<file path="src/rtl/control_pipe.sv">
// rtl/control_pipe.sv - registered RV32I/M control decoder with valid/ready handshake and mul/div stall
module control_pipe #(
  parameter int M_EXT       = 1,
  parameter int MUL_LATENCY = 2,
  parameter int DIV_LATENCY = 32,
  parameter int CNT_W       = 6
) (
  input  logic        clk,
  input  logic        reset_n,
  input  logic        flush_i,
  input  logic        instr_valid_i,
  input  logic [31:0] instr_i,
  output logic        instr_ready_o,
  output logic        ctl_valid_o,
  input  logic        ctl_ready_i,
  output logic [1:0]  pc_sel_o,
  output logic        op1sel_o,
  output logic [1:0]  op2sel_o,
  output logic [1:0]  wb_sel_o,
  output logic [5:0]  alu_fun_o,
  output logic [2:0]  br_fun_o,
  output logic        mem_rd_o,
  output logic        mem_wr_o,
  output logic [1:0]  mem_size_o,
  output logic        mem_uns_o,
  output logic        rf_en_o,
  output logic        md_start_o,
  output logic [2:0]  md_op_o,
  output logic        illegal_o
);

  typedef enum logic [1:0] {S_EMPTY = 2'd0, S_FULL = 2'd1, S_MD_WAIT = 2'd2} state_t;

  localparam logic [CNT_W-1:0] MUL_LOAD = CNT_W'(MUL_LATENCY - 1);
  localparam logic [CNT_W-1:0] DIV_LOAD = CNT_W'(DIV_LATENCY - 1);

  state_t           r_state;
  logic [CNT_W-1:0] r_cnt;
  logic             r_valid;
  logic             r_md_start;
  logic [1:0]       r_pc_sel;
  logic             r_op1sel;
  logic [1:0]       r_op2sel;
  logic [1:0]       r_wb_sel;
  logic [5:0]       r_alu_fun;
  logic [2:0]       r_br_fun;
  logic             r_mem_rd;
  logic             r_mem_wr;
  logic [1:0]       r_mem_size;
  logic             r_mem_uns;
  logic             r_rf_en;
  logic [2:0]       r_md_op;
  logic             r_illegal;

  logic [6:0]       w_opcode;
  logic [2:0]       w_funct3;
  logic [6:0]       w_funct7;
  logic             w_accept;
  logic [1:0]       w_pc_sel;
  logic             w_op1sel;
  logic [1:0]       w_op2sel;
  logic [1:0]       w_wb_sel;
  logic [5:0]       w_alu_fun;
  logic [2:0]       w_br_fun;
  logic             w_mem_rd;
  logic             w_mem_wr;
  logic [1:0]       w_mem_size;
  logic             w_mem_uns;
  logic             w_rf_en;
  logic             w_md;
  logic [2:0]       w_md_op;
  logic             w_legal;
  logic             w_illegal;
  logic [CNT_W-1:0] w_md_load;
  logic             w_unused_fields;

  assign w_opcode        = instr_i[6:0];
  assign w_funct3        = instr_i[14:12];
  assign w_funct7        = instr_i[31:25];
  assign w_unused_fields = ^{instr_i[24:15], instr_i[11:7]};

  function automatic logic [5:0] alu_code(input logic [2:0] f3, input logic alt);
    case (f3)
      3'b000:  alu_code = alt ? 6'b000001 : 6'b000000;
      3'b001:  alu_code = 6'b000010;
      3'b010:  alu_code = 6'b101001;
      3'b011:  alu_code = 6'b110001;
      3'b100:  alu_code = 6'b100000;
      3'b101:  alu_code = alt ? 6'b000110 : 6'b000100;
      3'b110:  alu_code = 6'b001000;
      default: alu_code = 6'b010000;
    endcase
  endfunction

  always_comb begin
    w_pc_sel   = 2'b00;
    w_op1sel   = 1'b0;
    w_op2sel   = 2'b00;
    w_wb_sel   = 2'b00;
    w_alu_fun  = 6'b000000;
    w_br_fun   = 3'b000;
    w_mem_rd   = 1'b0;
    w_mem_wr   = 1'b0;
    w_mem_size = 2'b00;
    w_mem_uns  = 1'b0;
    w_rf_en    = 1'b0;
    w_md       = 1'b0;
    w_md_op    = 3'b000;
    w_legal    = 1'b1;
    case (w_opcode)
      7'b0110111: begin
        w_op2sel = 2'b10; w_wb_sel = 2'b01; w_rf_en = 1'b1;
      end
      7'b0010111: begin
        w_op1sel = 1'b1; w_op2sel = 2'b10; w_wb_sel = 2'b01; w_rf_en = 1'b1;
      end
      7'b1101111: begin
        w_pc_sel = 2'b01; w_op1sel = 1'b1; w_wb_sel = 2'b11; w_rf_en = 1'b1;
      end
      7'b1100111: begin
        w_pc_sel = 2'b10; w_op2sel = 2'b01; w_wb_sel = 2'b11; w_rf_en = 1'b1;
      end
      7'b1100011: begin
        w_legal  = (w_funct3[2:1] != 2'b01);
        w_pc_sel = 2'b01; w_op2sel = 2'b11; w_br_fun = w_funct3;
      end
      7'b0000011: begin
        w_legal    = (w_funct3 != 3'b011) && (w_funct3[2:1] != 2'b11);
        w_op2sel   = 2'b01; w_wb_sel = 2'b00; w_mem_rd = 1'b1; w_rf_en = 1'b1;
        w_mem_size = w_funct3[1:0]; w_mem_uns = w_funct3[2];
      end
      7'b0100011: begin
        w_legal    = (w_funct3 < 3'b011);
        w_op2sel   = 2'b01; w_mem_wr = 1'b1; w_mem_size = w_funct3[1:0];
      end
      7'b0010011: begin
        w_op2sel = 2'b01; w_wb_sel = 2'b01; w_rf_en = 1'b1;
        w_alu_fun = alu_code(w_funct3, (w_funct3 == 3'b101) && (w_funct7 == 7'b0100000));
        if (w_funct3 == 3'b001)
          w_legal = (w_funct7 == 7'b0000000);
        else if (w_funct3 == 3'b101)
          w_legal = (w_funct7 == 7'b0000000) || (w_funct7 == 7'b0100000);
      end
      7'b0110011: begin
        w_op2sel = 2'b11; w_rf_en = 1'b1;
        if (w_funct7 == 7'b0000001) begin
          w_legal  = (M_EXT != 0);
          w_md     = (M_EXT != 0);
          w_wb_sel = 2'b10;
          w_md_op  = w_funct3;
        end else begin
          w_wb_sel  = 2'b01;
          w_alu_fun = alu_code(w_funct3, w_funct7 == 7'b0100000);
          w_legal   = (w_funct7 == 7'b0000000) ||
                      ((w_funct7 == 7'b0100000) && ((w_funct3 == 3'b000) || (w_funct3 == 3'b101)));
        end
      end
      default: w_legal = 1'b0;
    endcase
    w_illegal = !w_legal;
    // An illegal word still travels as a bundle, but carries no side effects.
    if (!w_legal) begin
      w_pc_sel = 2'b00; w_op1sel = 1'b0; w_op2sel = 2'b00; w_wb_sel = 2'b00;
      w_alu_fun = 6'b000000; w_br_fun = 3'b000; w_mem_rd = 1'b0; w_mem_wr = 1'b0;
      w_mem_size = 2'b00; w_mem_uns = 1'b0; w_rf_en = 1'b0; w_md = 1'b0; w_md_op = 3'b000;
    end
  end

  assign w_md_load     = w_funct3[2] ? DIV_LOAD : MUL_LOAD;
  assign instr_ready_o = !flush_i && ((r_state == S_EMPTY) || ((r_state == S_FULL) && ctl_ready_i));
  assign w_accept      = instr_valid_i && instr_ready_o;

  always_ff @(posedge clk) begin
    if (!reset_n) begin
      r_state    <= S_EMPTY;
      r_cnt      <= '0;
      r_valid    <= 1'b0;
      r_md_start <= 1'b0;
      r_pc_sel   <= 2'b00;
      r_op1sel   <= 1'b0;
      r_op2sel   <= 2'b00;
      r_wb_sel   <= 2'b00;
      r_alu_fun  <= 6'b000000;
      r_br_fun   <= 3'b000;
      r_mem_rd   <= 1'b0;
      r_mem_wr   <= 1'b0;
      r_mem_size <= 2'b00;
      r_mem_uns  <= 1'b0;
      r_rf_en    <= 1'b0;
      r_md_op    <= 3'b000;
      r_illegal  <= 1'b0;
    end else if (flush_i) begin
      r_state    <= S_EMPTY;
      r_cnt      <= '0;
      r_valid    <= 1'b0;
      r_md_start <= 1'b0;
    end else begin
      r_md_start <= 1'b0;
      if (w_accept) begin
        r_pc_sel   <= w_pc_sel;
        r_op1sel   <= w_op1sel;
        r_op2sel   <= w_op2sel;
        r_wb_sel   <= w_wb_sel;
        r_alu_fun  <= w_alu_fun;
        r_br_fun   <= w_br_fun;
        r_mem_rd   <= w_mem_rd;
        r_mem_wr   <= w_mem_wr;
        r_mem_size <= w_mem_size;
        r_mem_uns  <= w_mem_uns;
        r_rf_en    <= w_rf_en;
        r_md_op    <= w_md_op;
        r_illegal  <= w_illegal;
        if (w_md) begin
          r_state    <= S_MD_WAIT;
          r_valid    <= 1'b0;
          r_md_start <= 1'b1;
          r_cnt      <= w_md_load;
        end else begin
          r_state <= S_FULL;
          r_valid <= 1'b1;
        end
      end else begin
        case (r_state)
          S_FULL: begin
            if (ctl_ready_i) begin
              r_state <= S_EMPTY;
              r_valid <= 1'b0;
            end
          end
          S_MD_WAIT: begin
            if (r_cnt == '0) begin
              r_state <= S_FULL;
              r_valid <= 1'b1;
            end else begin
              r_cnt <= r_cnt - 1'b1;
            end
          end
          default: ;
        endcase
      end
    end
  end

  assign ctl_valid_o = r_valid;
  assign md_start_o  = r_md_start;
  assign pc_sel_o    = r_pc_sel;
  assign op1sel_o    = r_op1sel;
  assign op2sel_o    = r_op2sel;
  assign wb_sel_o    = r_wb_sel;
  assign alu_fun_o   = r_alu_fun;
  assign br_fun_o    = r_br_fun;
  assign mem_size_o  = r_mem_size;
  assign mem_uns_o   = r_mem_uns;
  assign md_op_o     = r_md_op;
  assign illegal_o   = r_illegal;
  assign rf_en_o     = r_rf_en  & r_valid;
  assign mem_rd_o    = r_mem_rd & r_valid;
  assign mem_wr_o    = r_mem_wr & r_valid;

endmodule

</file>
<file path="config.mk">
export PLATFORM = sky130hd
export DESIGN_NAME = control_pipe
export DESIGN_NICKNAME = d
export VERILOG_FILES = /design/src/rtl/control_pipe.sv
export SDC_FILE = /design/constraint.sdc
export NUM_CORES = 1
export LEC_CHECK = 0
export BUFFER_PORTS_ARGS = -buffer_cell sky130_fd_sc_hd__buf_2
export CAP_MARGIN = 20
export CORE_ASPECT_RATIO = 0.8
export CORE_MARGIN = 2
export CORE_UTILIZATION = 47
export CTS_CLUSTER_SIZE = 16
export DETAILED_ROUTE_END_ITERATION = 8
export HOLD_SLACK_MARGIN = 0.1
export PLACE_DENSITY_LB_ADDON = 0.08
export SLEW_MARGIN = 20
export SYNTH_ARGS = -nofsm -noshare
export SYNTH_HDL_FRONTEND = slang
export SYNTH_SLANG_ARGS = --single-unit
</file>
<file path="constraint.sdc">
create_clock -name clk -period 3.96 [get_ports clk]
set_input_delay 1.188 -clock clk [delete_from_list [all_inputs] [get_ports clk]]
set_output_delay 1.188 -clock clk [all_outputs]
set_load 0.01 [all_outputs]
</file>
==> summary.txt, run 1 <==
Outcome
  – Run status: completed

Setup path
  – Crit path required time: 2770 ps
  – Worst reg2reg path depth: 5
  – CP delay by family, top: buffers and inverters
  – Crit Path Class: primary input to output port
  – Slowest cell on the critical path: nor3_1
  – Cells along the critical path: buf_2 > nor3_1 > buf_2
  – CP Max Fanout: 3
  – CP bufs+invs: 2
  – Critical R2R Launch: r_state[0]
  – Crit-path max cell delay: 150 ps
  – R2r endpoint: r_mem_wr
  – Endpoint class of the critical path: output port
  – Setup slack, reg-to-reg: 1930 ps
  – Top cell by count, worst path: buf_2
  – WP data arrival: 1610 ps
  – CP Launch Type: primary input

Yosys
  – Synth Flop Type: dfxtp_1
  – Sequential share of the synthesized area: 39.1%
  – #FFs+latches synth: 35
  – Unique masters post-synth: 47
  – FFs w/ async S/R, synth: 0%
  – Post-synth EDFFs: 0
  – Warnings from Yosys: 0
  – Mapped Area: 0.00179 sq mm
  – Mapped Cells: 227
  – Net Count, Synth: 266
  – Mapped Avg Cell Area: 7.90 sq um

Timing
  – Fin crit share: 70.6%
  – Worst-Margin Slew: 693 ps
  – Min Clock Period, post-route: 2790 ps
  – Hold Fails Final Rpt: 0
  – Relative slew slack: 53.8%
  – Slew Limit Fails: 0
  – Setup Skew: 4.87 ps
  – Max Freq: 0.358 GHz
  – Setup TNS: 0 ps
  – Final Setup Violations: 0
  – RSZ-0062 raised after global routing: no

Finish
  – FILL cells: 365
  – Area Growth Syn to Fin: 21.1%
  – Ant. Diodes: 0
  – Nets@finish: 311
  – Layout Utilization: 58.3%
  – Share of cells above drive strength 1: 24.9%
  – Commonest non-fill, non-tap cell in the layout: buf_2
  – Register area: 701 sq um
  – Most frequent cells in the layout: buf_2, dfxtp_1, nand2_1
  – Area of the multi-input gates: 0.00101 sq mm

Global routing
  – Pin count of the biggest net entering global routing: 27
  – Total grt overflow: 0
  – Antenna violations before repair: 0
  – Gr usage total: 21.2%
  – Vias in the first global route: 1510
  – First-pass GRT wire length: 7.11 mm

CTS
  – Later-pin clock latency in the skew report: 280 ps
  – Clock Tree Root: clkbuf_8
  – Max clock buf depth: 2
  – Num CTS Buffers: 5
  – CTS tree: built
  – Setup Buffers After CTS: 0
  – TritonCTS Sinks: 35
  – H-tree depth: 2
  – Post_cts resized: 0
  – # hold bufs at CTS: 0
  – Clock-pin slew on the worst setup and hold paths: 70 ps

Floorplanning
  – Starting density of the core: 48.1%
  – Full die area: 0.00433 sq mm
  – Row count: 20
  – IO Pins: 66
  – Die W: 73.1 microns
  – Core Region: 0.00373 sq mm
  – Height of the chip: 59.3 microns

Routing
  – Vias/cell: 5.50
  – Detailed Route Iter0 Violations: 113
  – Detail Route Antenna Nets: 0
  – Via Count: 1745
  – Drt wl/cell: 13.3 microns
  – WL final: 4.22 mm
  – DRC viols: 0
  – DRT Pass-1 Iters: 5

Job
  – # Max-Cap Violations: 0

Worst hold path
  – WHS Path Cells: 2
  – Min-delay src: r_rf_en
  – Tightest Hold Check Type: flip-flop to flip-flop
  – WHS Endpoint: r_rf_en

Pwr
  – PD cells: 349 mW/mm^2
  – Max rail drop VDD: 0.000191 V
  – Total leakage power: 0.889 nW

Placement
  – Detailed Place HPWL: 3.11 mm
  – Gpl congestion: 0.856
  – PortBufs: 50
cell usage after synthesis, types with 4 or more instances:
library cell  instances  area share (%)
a21oi_1              13             3.6
o31ai_1               4             1.7
nand4_1               4             1.4
nand2b_1              7             2.4
a22oi_1               4             1.7
and2_1                5             1.7
nor3_1                7             2.0
nor4_1                4             1.4
nor2_1               19             4.0
dfxtp_1              35              39
o21ai_0              24             6.7
inv_1                 8             1.7
clkbuf_1              9             1.9
nand3_1               5             1.4
nand2_1              27             5.6
nor2b_1               8             2.8
state kept, by name, summed over array words and instances (netlist names):
| signal | flops |
|---|---|
| op1sel_o | 1 |
| illegal_o | 1 |
| pc_sel_o | 2 |
| r_rf_en | 1 |
| wb_sel_o | 2 |
| br_fun_o | 3 |
| mem_size_o | 2 |
| mem_uns_o | 1 |
| alu_fun_o | 6 |
| op2sel_o | 2 |
| r_mem_wr | 1 |
| r_mem_rd | 1 |
| r_state | 2 |
| md_start_o | 1 |
| r_cnt | 6 |
| md_op_o | 3 |
cells by family (layout without fill, tap and decap cells):
logic type,Yosys count,count (layout),share of synthesized area (%)
and+or+nand+nor,101,101,30.1
muxes,1,1,0.628
DFF,35,35,39.1
buffers and inverters,21,67,4.53
adders and majority gates,2,2,1.39
xor gates and xnor gates,2,2,0.976
AOI/OAI and AO/OA,65,65,23.3
worst reg2reg max path, stage by stage (launching register included):
cell,delay (ps)
dfxtp_1,490
nand2b_1,120
nand3_1,450
and2_0,650
nand2_1,130
o21ai_0,110
worst max-delay path by stage:
| stage | start | end | slack, ps | depth (start not counted) |
|---|---|---|---|---|
| 2_1_floorplan | instr_i[28] | illegal_o | 1220 | 5 |
| 3_3_place_gp | instr_i[5] | r_cnt[2] | 930 | 6 |
| 3_5_place_dp | instr_i[5] | r_cnt[2] | 920 | 6 |
| 4_1_cts | flush_i | instr_ready_o | 1160 | 3 |
| 5_1_grt | instr_i[5] | r_cnt[5] | 1110 | 6 |
| 6_report | flush_i | instr_ready_o | 1170 | 3 |
cell type report:
type,instances,share of cell area (%)
Tap cell,44,2.53
Inverter,8,1.38
Clock buffer,6,3.80
Sequential cell,35,32.2
Timing Repair Buffer,51,11.9
Multi-Input combinational cell,171,46.6
Clock inverter,2,1.61
per-stage QoR:
| stage | instances | instance area, sq um | hold slack [ps] | setup slack [ps] | power [mW] |
|---|---|---|---|---|---|
| after detailed placement | 309 | 2060 | 437 | 921 | 0.437 |
| final | 317 | 2170 | 448 | 1170 | 0.758 |
| after CTS | 317 | 2170 | 452 | 1160 | 0.769 |
| after global placement | 309 | 2060 | 431 | 933 | 0.437 |
| after global routing | 317 | 2170 | 473 | 1110 | 0.790 |
| after floorplan | 227 | 1790 | 417 | 1220 | 0.410 |
routing by layer:
layer	vias to the layer above	share of wire, %	track usage (%)
li1	906	-	-
met1	790	50	30.2
met2	47	44	31.8
met3	2	5.4	4.25
met4	0	0.36	7.67
met5	-	0	0
report_power, final:
part | switching [mW] | internal, mW | total (mW)
Clock | 0.126 | 0.204 | 0.329
Combinational | 0.0459 | 0.0264 | 0.0724
Sequential | 0.00195 | 0.355 | 0.357
Total | 0.173 | 0.585 | 0.758
(Power assumes the default switching activity.)
==> run 2: changes to the inputs <==
- clock period: 3.96 -> 2.85 ns (I/O delays scaled with it)
==> summary.txt, run 2 (synthesized netlist as in run 1, its figures left out) <==
Timing
  – Final worst slack: 521 ps
  – Slew Limit Fails: 0
  – Fin crit share: 81.7%
  – Setup TNS: 0 ps
  – Relative slew slack: 52.8%
  – Hold Fails Final Rpt: 0
  – Final Setup Violations: 0
  – Max Freq: 0.429 GHz
  – RSZ-0062 raised after global routing: no
  – Worst-Margin Slew: 708 ps
  – Setup Skew: 8.76 ps
  – Hold slack: 449 ps
  – Min Clock Period, post-route: 2330 ps

Floorplanning
  – Starting density of the core: 48.1%
  – Die W: 73.1 microns
  – Core Region: 0.00373 sq mm
  – Full die area: 0.00433 sq mm
  – Row count: 20
  – Height of the chip: 59.3 microns
  – IO Pins: 66

Setup path
  – CP endpoint: r_rf_en
  – Crit path required time: 3050 ps
  – Worst reg2reg path depth: 6
  – R2r endpoint: r_cnt[2]
  – Crit Path Class: primary input to flip-flop
  – CP startpoint: instr_i[28]
  – CP Launch Type: primary input
  – CP Max Fanout: 9
  – Critical R2R Launch: r_cnt[0]
  – Endpoint class of the critical path: flip-flop
  – WP data arrival: 2530 ps
  – Setup slack, reg-to-reg: 1120 ps

CTS
  – Setup Buffers After CTS: 0
  – H-tree depth: 2
  – Num CTS Buffers: 5
  – Max clock buf depth: 2
  – # hold bufs at CTS: 0
  – Later-pin clock latency in the skew report: 300 ps
  – Clock-pin slew on the worst setup and hold paths: 70 ps
  – Clock Tree Root: clkbuf_8
  – TritonCTS Sinks: 35
  – CTS tree: built
  – Post_cts resized: 0

Placement
  – Placed Instances: 313
  – Gpl congestion: 0.840
  – PortBufs: 50
  – Placed inst area: 0.00209 sq mm
  – Detailed Place HPWL: 3.12 mm
  – Post-placement setup slack: 215 ps

Routing
  – DRT Pass-1 Iters: 4
  – WL final: 4.33 mm
  – Detail Route Antenna Nets: 0
  – Vias/cell: 5.50
  – DRC viols: 0
  – Drt wl/cell: 13.5 microns
  – Via Count: 1764
  – Detailed Route Iter0 Violations: 108

Global routing
  – Antenna violations before repair: 0
  – Pin count of the biggest net entering global routing: 26
  – GRT busiest layer: met2
  – GRT met2 Usage: 33.1%
  – Met3 Usage GRT: 6.63%
  – First-pass GRT wire length: 7.22 mm
  – Total grt overflow: 0
  – Vias in the first global route: 1608
  – Grt met1 use: 29.2%
  – Gr usage total: 21.7%

Pwr
  – Total leakage power: 0.912 nW
  – PD cells: 513 mW/mm^2
  – Max rail drop VDD: 0.000404 V
  – Total power: 1.14 mW

Worst hold path
  – Tightest Hold Check Type: flip-flop to flip-flop

Outcome
  – Run status: completed

Job
  – # Max-Cap Violations: 0

Finish
  – Commonest non-fill, non-tap cell in the layout: buf_2
  – Most frequent cells in the layout: buf_2, dfxtp_1, nand2_1
  – Nets@finish: 315
  – Finished Cell Area: 0.00222 sq mm
  – Layout Utilization: 59.6%
  – Share of cells above drive strength 1: 26.0%
  – Area Growth Syn to Fin: 23.8%
  – Post-layout instance count excluding filler cells: 321
  – Ant. Diodes: 0
==> run 2: critical path, cell delays in order <==
cell	delay (ps)
buf_2	100
or4_4	570
o41a_1	400
o22ai_2	180
a21oi_2	160
o31ai_1	270
==> run 2: where the power goes <==
| part | internal (mW) | switching, mW | total (mW) |
|---|---|---|---|
| clock network | 0.349 | 0.194 | 0.543 |
| logic | 0.0387 | 0.0642 | 0.103 |
| registers | 0.493 | 0.00266 | 0.495 |
| total | 0.880 | 0.261 | 1.14 |
==> run 2: worst min-delay path by stage <==
stage | from | endpoint | slack, ps | cells past startpoint
3_5_place_dp | r_rf_en | r_rf_en | 440 | 2
3_3_place_gp | r_rf_en | r_rf_en | 430 | 2
4_1_cts | r_mem_wr | r_mem_wr | 460 | 2
2_1_floorplan | r_rf_en | r_rf_en | 420 | 2
6_report | op1sel_o | op1sel_o | 450 | 2
5_1_grt | r_mem_wr | r_mem_wr | 470 | 2
==> run 2: area by class of cell <==
cell class	instances	area [sq um]
Clock inverter	3	67.6
Tap cell	44	55.1
Multi-Input combinational cell	171	1010
Fill cell	344	1510
Sequential cell	35	701
Timing Repair Buffer	55	288
Clock buffer	5	68.8
Inverter	8	30.0
==> run 2: routing by layer <==
metal	part of all wire, %	wire (microns)
met5	0	0
met4	1.1	46
met3	5.8	250
met2	42	1820
met1	51	2220
==> run 3: changes to the inputs <==
- CORE_UTILIZATION: 47 -> 44
- clock period: 2.85 -> 2.1 ns (I/O delays scaled with it)
==> summary.txt, run 3 (synthesized netlist as in run 1, its figures left out) <==
Outcome
  – Run status: completed

Floorplanning
  – Row count: 20
  – Full die area: 0.00461 sq mm
  – Core Region: 0.00385 sq mm
  – Starting density of the core: 46.6%
  – Die W: 75.4 microns
  – Height of the chip: 61.1 microns
  – IO Pins: 66

Setup path
  – Endpoint class of the critical path: flip-flop
  – CP Launch Type: primary input
  – Setup slack, reg-to-reg: 270 ps
  – Crit Path Class: primary input to flip-flop
  – Crit path required time: 2300 ps
  – WP data arrival: 2210 ps
  – CP Max Fanout: 9

Routing
  – Detailed Route Iter0 Violations: 119
  – Vias/cell: 5.25
  – Via Count: 1860
  – Detail Route Antenna Nets: 0
  – WL final: 4.47 mm
  – DRC viols: 0
  – DRT Pass-1 Iters: 4
  – Drt wl/cell: 12.6 microns

Finish
  – Layout Utilization: 62.5%
  – Ant. Diodes: 0
  – Share of cells above drive strength 1: 32.1%
  – Area Growth Syn to Fin: 34.3%
  – Commonest non-fill, non-tap cell in the layout: buf_2
  – Nets@finish: 337
  – Most frequent cells in the layout: buf_2, dfxtp_1, nand2_1, buf_4, o21ai_0
  – Finished Cell Area: 0.00241 sq mm
  – FILL cells: 371
  – Post-layout instance count excluding filler cells: 354

Timing
  – Fin crit share: 95.7%
  – Final worst slack: 90.7 ps
  – Setup Skew: 7.06 ps
  – Min Clock Period, post-route: 2010 ps
  – Relative slew slack: 53.5%
  – Hold Fails Final Rpt: 0
  – Max Freq: 0.498 GHz
  – Setup TNS: 0 ps
  – RSZ-0062 raised after global routing: no
  – Slew Limit Fails: 0
  – Final Setup Violations: 0
  – Worst-Margin Slew: 698 ps

Pwr
  – Flop pwr share: 43.1%
  – Switch share: 22.0%
  – Combinational Power Share: 10.7%
  – PD cells: 647 mW/mm^2
  – Max rail drop VDD: 0.000514 V
  – Pint: 1.22 mW
  – Switching Power: 0.342 mW
  – Clock power frac: 46.2%
  – Total leakage power: 1.02 nW

CTS
  – Later-pin clock latency in the skew report: 290 ps
  – Clock Tree Root: clkbuf_8
  – H-tree depth: 2
  – Clock-pin slew on the worst setup and hold paths: 70 ps
  – Max clock buf depth: 2
  – TritonCTS Sinks: 35
  – Setup Buffers After CTS: 0
  – CTS tree: built
  – Num CTS Buffers: 5

Global routing
  – Pin count of the biggest net entering global routing: 18
  – Gr usage total: 21.3%
  – First-pass GRT wire length: 7.50 mm
  – Total grt overflow: 0
  – Vias in the first global route: 1629
  – Antenna violations before repair: 0

Placement
  – Post-placement setup slack: -229 ps
  – Detailed Place HPWL: 3.41 mm
  – PortBufs: 50
  – Placed inst area: 0.00226 sq mm
  – Placed Instances: 346
  – Gpl congestion: 0.812

Job
  – # Max-Cap Violations: 0

Worst hold path
  – Tightest Hold Check Type: flip-flop to flip-flop
run 3: changes by cell type in the layout (fill, tap and decap cells not counted), sizes merged:
cell | previous run | this run
buf | 55 | 77
run 3: metrics by stage:
step / total power, mW / hold WS (ps)
detailed placement: 0.852 / 438
finish: 1.56 / 449
global route: 1.62 / 475
global placement: 0.851 / 430
floorplan: 0.774 / 417
CTS: 1.57 / 454
run 3: layout make-up:
cell class	instances	area, sq um	share of cell area, %
clock buffer	5	68.8	2.86
clock inverter	3	67.6	2.80
inverter	8	30.0	1.25
multi-input combinational	171	1020	42.4
sequential	35	701	29.1
tap	55	68.8	2.86
timing repair buffer	77	453	18.8
run 3: power groups by stage:
stage | sequential [mW] | clock (mW) | combinational, mW
6_report | 0.672 | 0.719 | 0.167
3_5_place_dp | 0.688 | 0 | 0.165
4_1_cts | 0.672 | 0.736 | 0.166
5_1_grt | 0.673 | 0.766 | 0.184
2_1_floorplan | 0.689 | 0 | 0.0851
3_3_place_gp | 0.688 | 0 | 0.163
run 3: critical path: stages:
cell and delay (ps):
buf_2 100, or4_4 530, o41a_1 420, o22ai_2 150
a21oi_2 160, o31ai_1 210
run 3: final timing paths:
check | from | end | cells after the start
max | instr_i[31] | r_rf_en | 6
max reg2reg | r_cnt[0] | r_cnt[2] | 6
min reg2reg | r_mem_wr | r_mem_wr | 2
min | r_mem_wr | r_mem_wr | 2
run 3: metal layers:
metal	track usage (%)	routed length, microns	vias up	share of wire [%]
met3	5.07	242	7	5.4
li1	-	-	950	-
met4	6.27	44	0	0.98
met1	30.5	2340	854	52
met2	31.8	1850	49	41
met5	0	0	-	0
run 3: timing repair:
item	CTS	global route
hold buffers	0	0
endpoints found under the setup margin	0	3
resized for setup	0	3
